## config.mk

```make
export PLATFORM = sky130hd
export DESIGN_NAME = ntt_pass_sequencer
export DESIGN_NICKNAME = d
export VERILOG_FILES = /design/src/rtl/dilithium_pkg.sv /design/src/rtl/ntt_beat_counter.sv /design/src/rtl/ntt_pass_sequencer.sv
export SDC_FILE = /design/constraint.sdc
export NUM_CORES = 1
export LEC_CHECK = 0
export ABC_AREA = 1
export BUFFER_PORTS_ARGS = -buffer_cell sky130_fd_sc_hd__buf_2
export CAP_MARGIN = 20
export CORE_UTILIZATION = 45
export CTS_CLUSTER_DIAMETER = 150
export DETAILED_ROUTE_END_ITERATION = 6
export PLACE_DENSITY_LB_ADDON = 0.05
export SLEW_MARGIN = 40
export SYNTH_ARGS = -nofsm -noshare
export SYNTH_HDL_FRONTEND = slang
export SYNTH_SLANG_ARGS = --single-unit
export TNS_END_PERCENT = 50
```

## constraint.sdc

```tcl
create_clock -name clk -period 1.54 [get_ports clk]
set_clock_uncertainty 0.1 [all_clocks]
set_input_delay 0.231 -clock clk [delete_from_list [all_inputs] [get_ports clk]]
set_output_delay 0.231 -clock clk [all_outputs]
set_load 0.02 [all_outputs]
```

## src/rtl/dilithium_pkg.sv

```systemverilog
// rtl/dilithium_pkg.sv - shared encodings for the polynomial-arithmetic datapath.
package dilithium_pkg;

   localparam int DILITHIUM_N = 256;
   localparam int LANES       = 4;

   typedef enum logic [2:0] {
      MODE_FWD_NTT = 3'd0,
      MODE_INV_NTT = 3'd1,
      MODE_MULT    = 3'd2,
      MODE_ADD     = 3'd3,
      MODE_SUB     = 3'd4
   } mode_e;

   typedef enum logic [2:0] {
      ST_IDLE  = 3'd0,
      ST_PREP  = 3'd1,
      ST_ISSUE = 3'd2,
      ST_DRAIN = 3'd3,
      ST_DONE  = 3'd4
   } seq_state_e;

   function automatic logic is_ntt_mode(input mode_e m);
      return (m == MODE_FWD_NTT) || (m == MODE_INV_NTT);
   endfunction

endpackage

```

## src/rtl/ntt_beat_counter.sv

```systemverilog
// rtl/ntt_beat_counter.sv - beat index, layer-pair index and pipeline drain counter.
module ntt_beat_counter
   import dilithium_pkg::*;
#(
   parameter int PIPE_DEPTH = 8,
   parameter int N_BEATS    = DILITHIUM_N / LANES
) (
   input  logic       clk,
   input  logic       rst,
   input  logic       clear,
   input  logic       step,
   input  logic       load_drain,
   input  logic       next_pass,
   output logic [5:0] k,
   output logic [3:0] s,
   output logic       last_beat,
   output logic       drain_zero
);

   logic [5:0] k_q, k_d;
   logic [3:0] s_q, s_d;
   logic [4:0] drain_q, drain_d;

   assign last_beat  = (k_q == 6'(N_BEATS - 1));
   assign drain_zero = (drain_q == 5'd0);
   assign k          = k_q;
   assign s          = s_q;

   always_comb begin
      k_d     = k_q;
      s_d     = s_q;
      drain_d = drain_q;
      if (!drain_zero) drain_d = drain_q - 5'd1;
      if (clear) begin
         k_d = 6'd0;
         s_d = 4'd0;
      end else begin
         if (step)      k_d = last_beat ? 6'd0 : k_q + 6'd1;
         if (next_pass) s_d = s_q + 4'd2;
      end
      // Loaded on the last beat so DRAIN lasts exactly PIPE_DEPTH cycles.
      if (load_drain) drain_d = 5'(PIPE_DEPTH - 1);
   end

   always_ff @(posedge clk) begin
      if (rst) begin
         k_q     <= 6'd0;
         s_q     <= 4'd0;
         drain_q <= 5'd0;
      end else begin
         k_q     <= k_d;
         s_q     <= s_d;
         drain_q <= drain_d;
      end
   end

endmodule

```

## src/rtl/ntt_pass_sequencer.sv

```systemverilog
// rtl/ntt_pass_sequencer.sv - pass/beat sequencing FSM for one polynomial operation.
module ntt_pass_sequencer
   import dilithium_pkg::*;
#(
   parameter int PIPE_DEPTH = 8,
   parameter int N_BEATS    = DILITHIUM_N / LANES
) (
   input  logic       clk,
   input  logic       rst,
   input  logic       start,
   input  logic [2:0] mode_in,
   input  logic       dp_ready,
   output logic       busy,
   output logic       done,
   output logic       err,
   output logic       tw_rst,
   output logic       tw_en,
   output logic [2:0] tw_mode,
   output logic [5:0] k,
   output logic [3:0] s,
   output logic       issue,
   output logic       pass_last
);

   seq_state_e state_q, state_d;
   mode_e      mode_q, mode_d;
   logic       err_q, err_d;
   logic       clear, step, load_drain, next_pass;
   logic       last_beat, drain_zero;

   ntt_beat_counter #(
      .PIPE_DEPTH(PIPE_DEPTH),
      .N_BEATS   (N_BEATS)
   ) u_beat_counter (
      .clk       (clk),
      .rst       (rst),
      .clear     (clear),
      .step      (step),
      .load_drain(load_drain),
      .next_pass (next_pass),
      .k         (k),
      .s         (s),
      .last_beat (last_beat),
      .drain_zero(drain_zero)
   );

   always_comb begin
      state_d    = state_q;
      mode_d     = mode_q;
      err_d      = 1'b0;
      clear      = 1'b0;
      step       = 1'b0;
      load_drain = 1'b0;
      next_pass  = 1'b0;
      tw_rst     = 1'b0;
      tw_en      = 1'b0;
      done       = 1'b0;
      unique case (state_q)
         ST_IDLE: begin
            if (start) begin
               if (mode_in <= 3'd4) begin
                  mode_d  = mode_e'(mode_in);
                  clear   = 1'b1;
                  state_d = ST_PREP;
               end else begin
                  err_d = 1'b1;
               end
            end
         end
         ST_PREP: begin
            tw_rst  = 1'b1;
            state_d = ST_ISSUE;
         end
         ST_ISSUE: begin
            tw_en = dp_ready;
            if (dp_ready) begin
               step = 1'b1;
               if (last_beat) begin
                  load_drain = 1'b1;
                  state_d    = ST_DRAIN;
               end
            end
         end
         ST_DRAIN: begin
            if (drain_zero) begin
               if (is_ntt_mode(mode_q) && (s < 4'd6)) begin
                  next_pass = 1'b1;
                  state_d   = ST_PREP;
               end else begin
                  state_d = ST_DONE;
               end
            end
         end
         ST_DONE: begin
            done    = 1'b1;
            state_d = ST_IDLE;
         end
         default: state_d = ST_IDLE;
      endcase
   end

   assign busy      = (state_q != ST_IDLE);
   assign issue     = tw_en;
   assign err       = err_q;
   assign tw_mode   = mode_q;
   assign pass_last = busy && (!is_ntt_mode(mode_q) || (s == 4'd6));

   always_ff @(posedge clk) begin
      if (rst) begin
         state_q <= ST_IDLE;
         mode_q  <= MODE_FWD_NTT;
         err_q   <= 1'b0;
      end else begin
         state_q <= state_d;
         mode_q  <= mode_d;
         err_q   <= err_d;
      end
   end

endmodule

```

==> impl_metrics.csv <==
group,metric,value,unit
run_status,status,"complete, but fails checks",
run_status,violations,"negative setup slack",
worst_hold_path,hp-class,"in -> reg",
layout,nFillCells,223,
timing,setup_viol,1,
place,place_hpwl,1870,um
power,p_leak,0.739,nW
power,irDropWorstVdd,1.05,mV
layout,antenna_cells,0,
place,gp_congestion,0.785,
timing,post-route-min-period,1640,ps
critical_path,cp_data_arrival_time,1310,ps
layout,final_util,0.609,
layout,area_growth,25.7,%
cts,clock_sinks,21,
critical_path,start_kind,"flop",
timing,setup_slack,-103,ps
synth,synth-warning-count,0,
timing,tns,-103,ps
layout,final_cell_mix,"nand2_1, nor2_1, buf_2, inv_1, dfxtp_1",
cts,cts_buffers,3,
critical_path,cp-startpoint,"u_beat_counter.s[2]$_SDFFE_PP0P_",
grt,grt_max_degree,13,
cts,clockBufferDepth,2,
run,drv_cap,0,
route,wl_per_cell,10.3,um
place,port_buffers,25,
grt,grt_util_all_layers,0.185,
floorplanning,core-area,0.00250,sq mm
cts,clkSlewWorstSetupHoldPaths,120,ps
route,drtAntennaViolNets,0,
critical_path,worstPathMaxFanout,2,
layout,layout-drive-gt1-share,0.366,
synth,syn_nets,178,
timing,max_clock_freq,609,MHz
synth,yosysUniqueCellTypes,28,
synth,ys_ff_latch,21,
floorplanning,dieArea,0.00290,sq mm
route,num_vias,1107,
place,placed_area,0.00137,sq mm
cts,cts_tree,"built",
worst_hold_path,min_from,"rst",
synth,syn_area,0.00121,sq mm
cts,root_buffer,"clkbuf_4",
layout,postLayoutCellArea,0.00152,sq mm
floorplanning,io_pins,27,
route,drcViolationCount,0,
power,power_density,1500,mW/mm^2
floorplanning,rows,18,
critical_path,crit_type,"reg -> out",
critical_path,r2r-start,"u_beat_counter.k[0]$_SDFFE_PP0P_",
grt,grt_pass1_wl,3910,um
critical_path,worstSetupEndpointType,"primary output",
timing,fin_crit_sh,1.07,
route,dr.pass1.iters,3,
synth,avgSynthCellArea,7.30,sq um
layout,final_common_cell,"nand2_1",
timing,final-hold-violation-count,0,
grt,grt_pass1_vias,967,
cts,hold_buffers,0,
route,vias_per_cell,4.77,
layout,nets,215,
synth,synthCells,166,
floorplanning,die_y,53.9,um
floorplanning,dieWidth,53.9,um
synth,seq_area_frac_synth,0.347,
timing,hold-worst-slack,37.8,ps
floorplanning,start_util,0.484,
grt,antenna_found_initial,0,
timing,rsz0062_at_grt,"yes",
cts,htreeDepth,1,
grt,grt_overflow,0,
critical_path,critPathRequiredTime,1210,ps
cts,clk_latency,300,ps
timing,slew_violations,0,
route,drtIter0Drc,11,
route,wirelength,2400,um
[sequential cells by signal, indices dropped and copies added (netlist names)]
| register | flops |
|---|---|
| u_beat_counter.s | 3 |
| err | 1 |
| u_beat_counter.k | 6 |
| state_q | 3 |
| tw_mode | 3 |
| u_beat_counter.drain_q | 5 |
[per-layer routing]
metal	part of all wire	up-vias	global-route usage	wire, um
met5	0	-	0	0
met4	0.022	0	0.0833	54
met3	0.028	6	0.0282	68
met2	0.51	16	0.323	1220
met1	0.44	495	0.220	1060
li1	-	590	-	-
[power by group]
part           leakage [nW]  switching [W]  internal (W)  total (W)
clock                0.0177       0.000159     0.0000966   0.000256
combinational         0.547       0.000750      0.000501    0.00125
sequential            0.175       0.000104      0.000667   0.000771
total                 0.739        0.00101       0.00126    0.00228
[area by class of cell]
class                           instances  area (sq um)  area share
Tap cell                               30          37.5      0.0247
Timing Repair Buffer                   34           211       0.139
Inverter                               28           113      0.0740
Clock inverter                          1          5.00     0.00329
Clock buffer                            3          22.5      0.0148
Sequential cell                        21           435       0.286
Multi-Input combinational cell        115           698       0.459
[what timing repair did]
action	4_1_cts	5_1_grt
setup buffers	1	6
endpoints found under the setup margin	4	4
resized for setup	16	7
pin swaps	3	3
[worst max-delay path, cell delays in order (launching register included)]
cell and delay (ps):
dfxtp_2 350, ha_4 160, ha_4 150, o31ai_2 160
inv_1 70, buf_6 130
[synthesized netlist by cell type (all sizes together)]
cell    number  share of area
a21oi        6          0.025
buf          2          0.012
clkinv       1         0.0031
conb         1         0.0031
dfxtp       21           0.35
ha           5          0.052
inv         27          0.086
nand2       39           0.14
nand3       16           0.11
nand3b       1         0.0062
nand4        1         0.0052
nor2        30           0.13
nor3         4          0.021
o21ai        8          0.036
o21bai       1         0.0062
o31ai        1         0.0062
xnor2        1         0.0072
xor2         1         0.0072
[path summary, 6_finish.rpt]
kind         cells after the start                 endpoint  slack [ps]
max                              5                pass_last        -100
min reg2reg                      2  tw_mode[0]$_SDFFE_PP0P_         390
max reg2reg                      8  state_q[1]$_SDFFE_PP0P_          80
min                              2  state_q[2]$_SDFFE_PP0P_          40
[per-stage QoR]
step | worst slack [ps] | power, W | cells
2_1_floorplan | 60.9 | 0.00163 | 166
3_3_place_gp | 131 | 0.00184 | 221
3_5_place_dp | 122 | 0.00186 | 221
4_1_cts | -165 | 0.00220 | 226
5_1_grt | -161 | 0.00248 | 232
6_report | -103 | 0.00228 | 232
[cell families (layout without fill, tap and decap cells)]
logic type / after synthesis / after routing / share of synthesized area
compound gates: 16 / 16 / 0.0734
simple gates: 91 / 91 / 0.409
xor+xnor: 2 / 2 / 0.0145
buf+inv: 30 / 66 / 0.101
other cells: 1 / 1 / 0.00310
flops: 21 / 21 / 0.347
fa+ha+maj: 5 / 5 / 0.0517
Power figures use the tool's default switching activity.
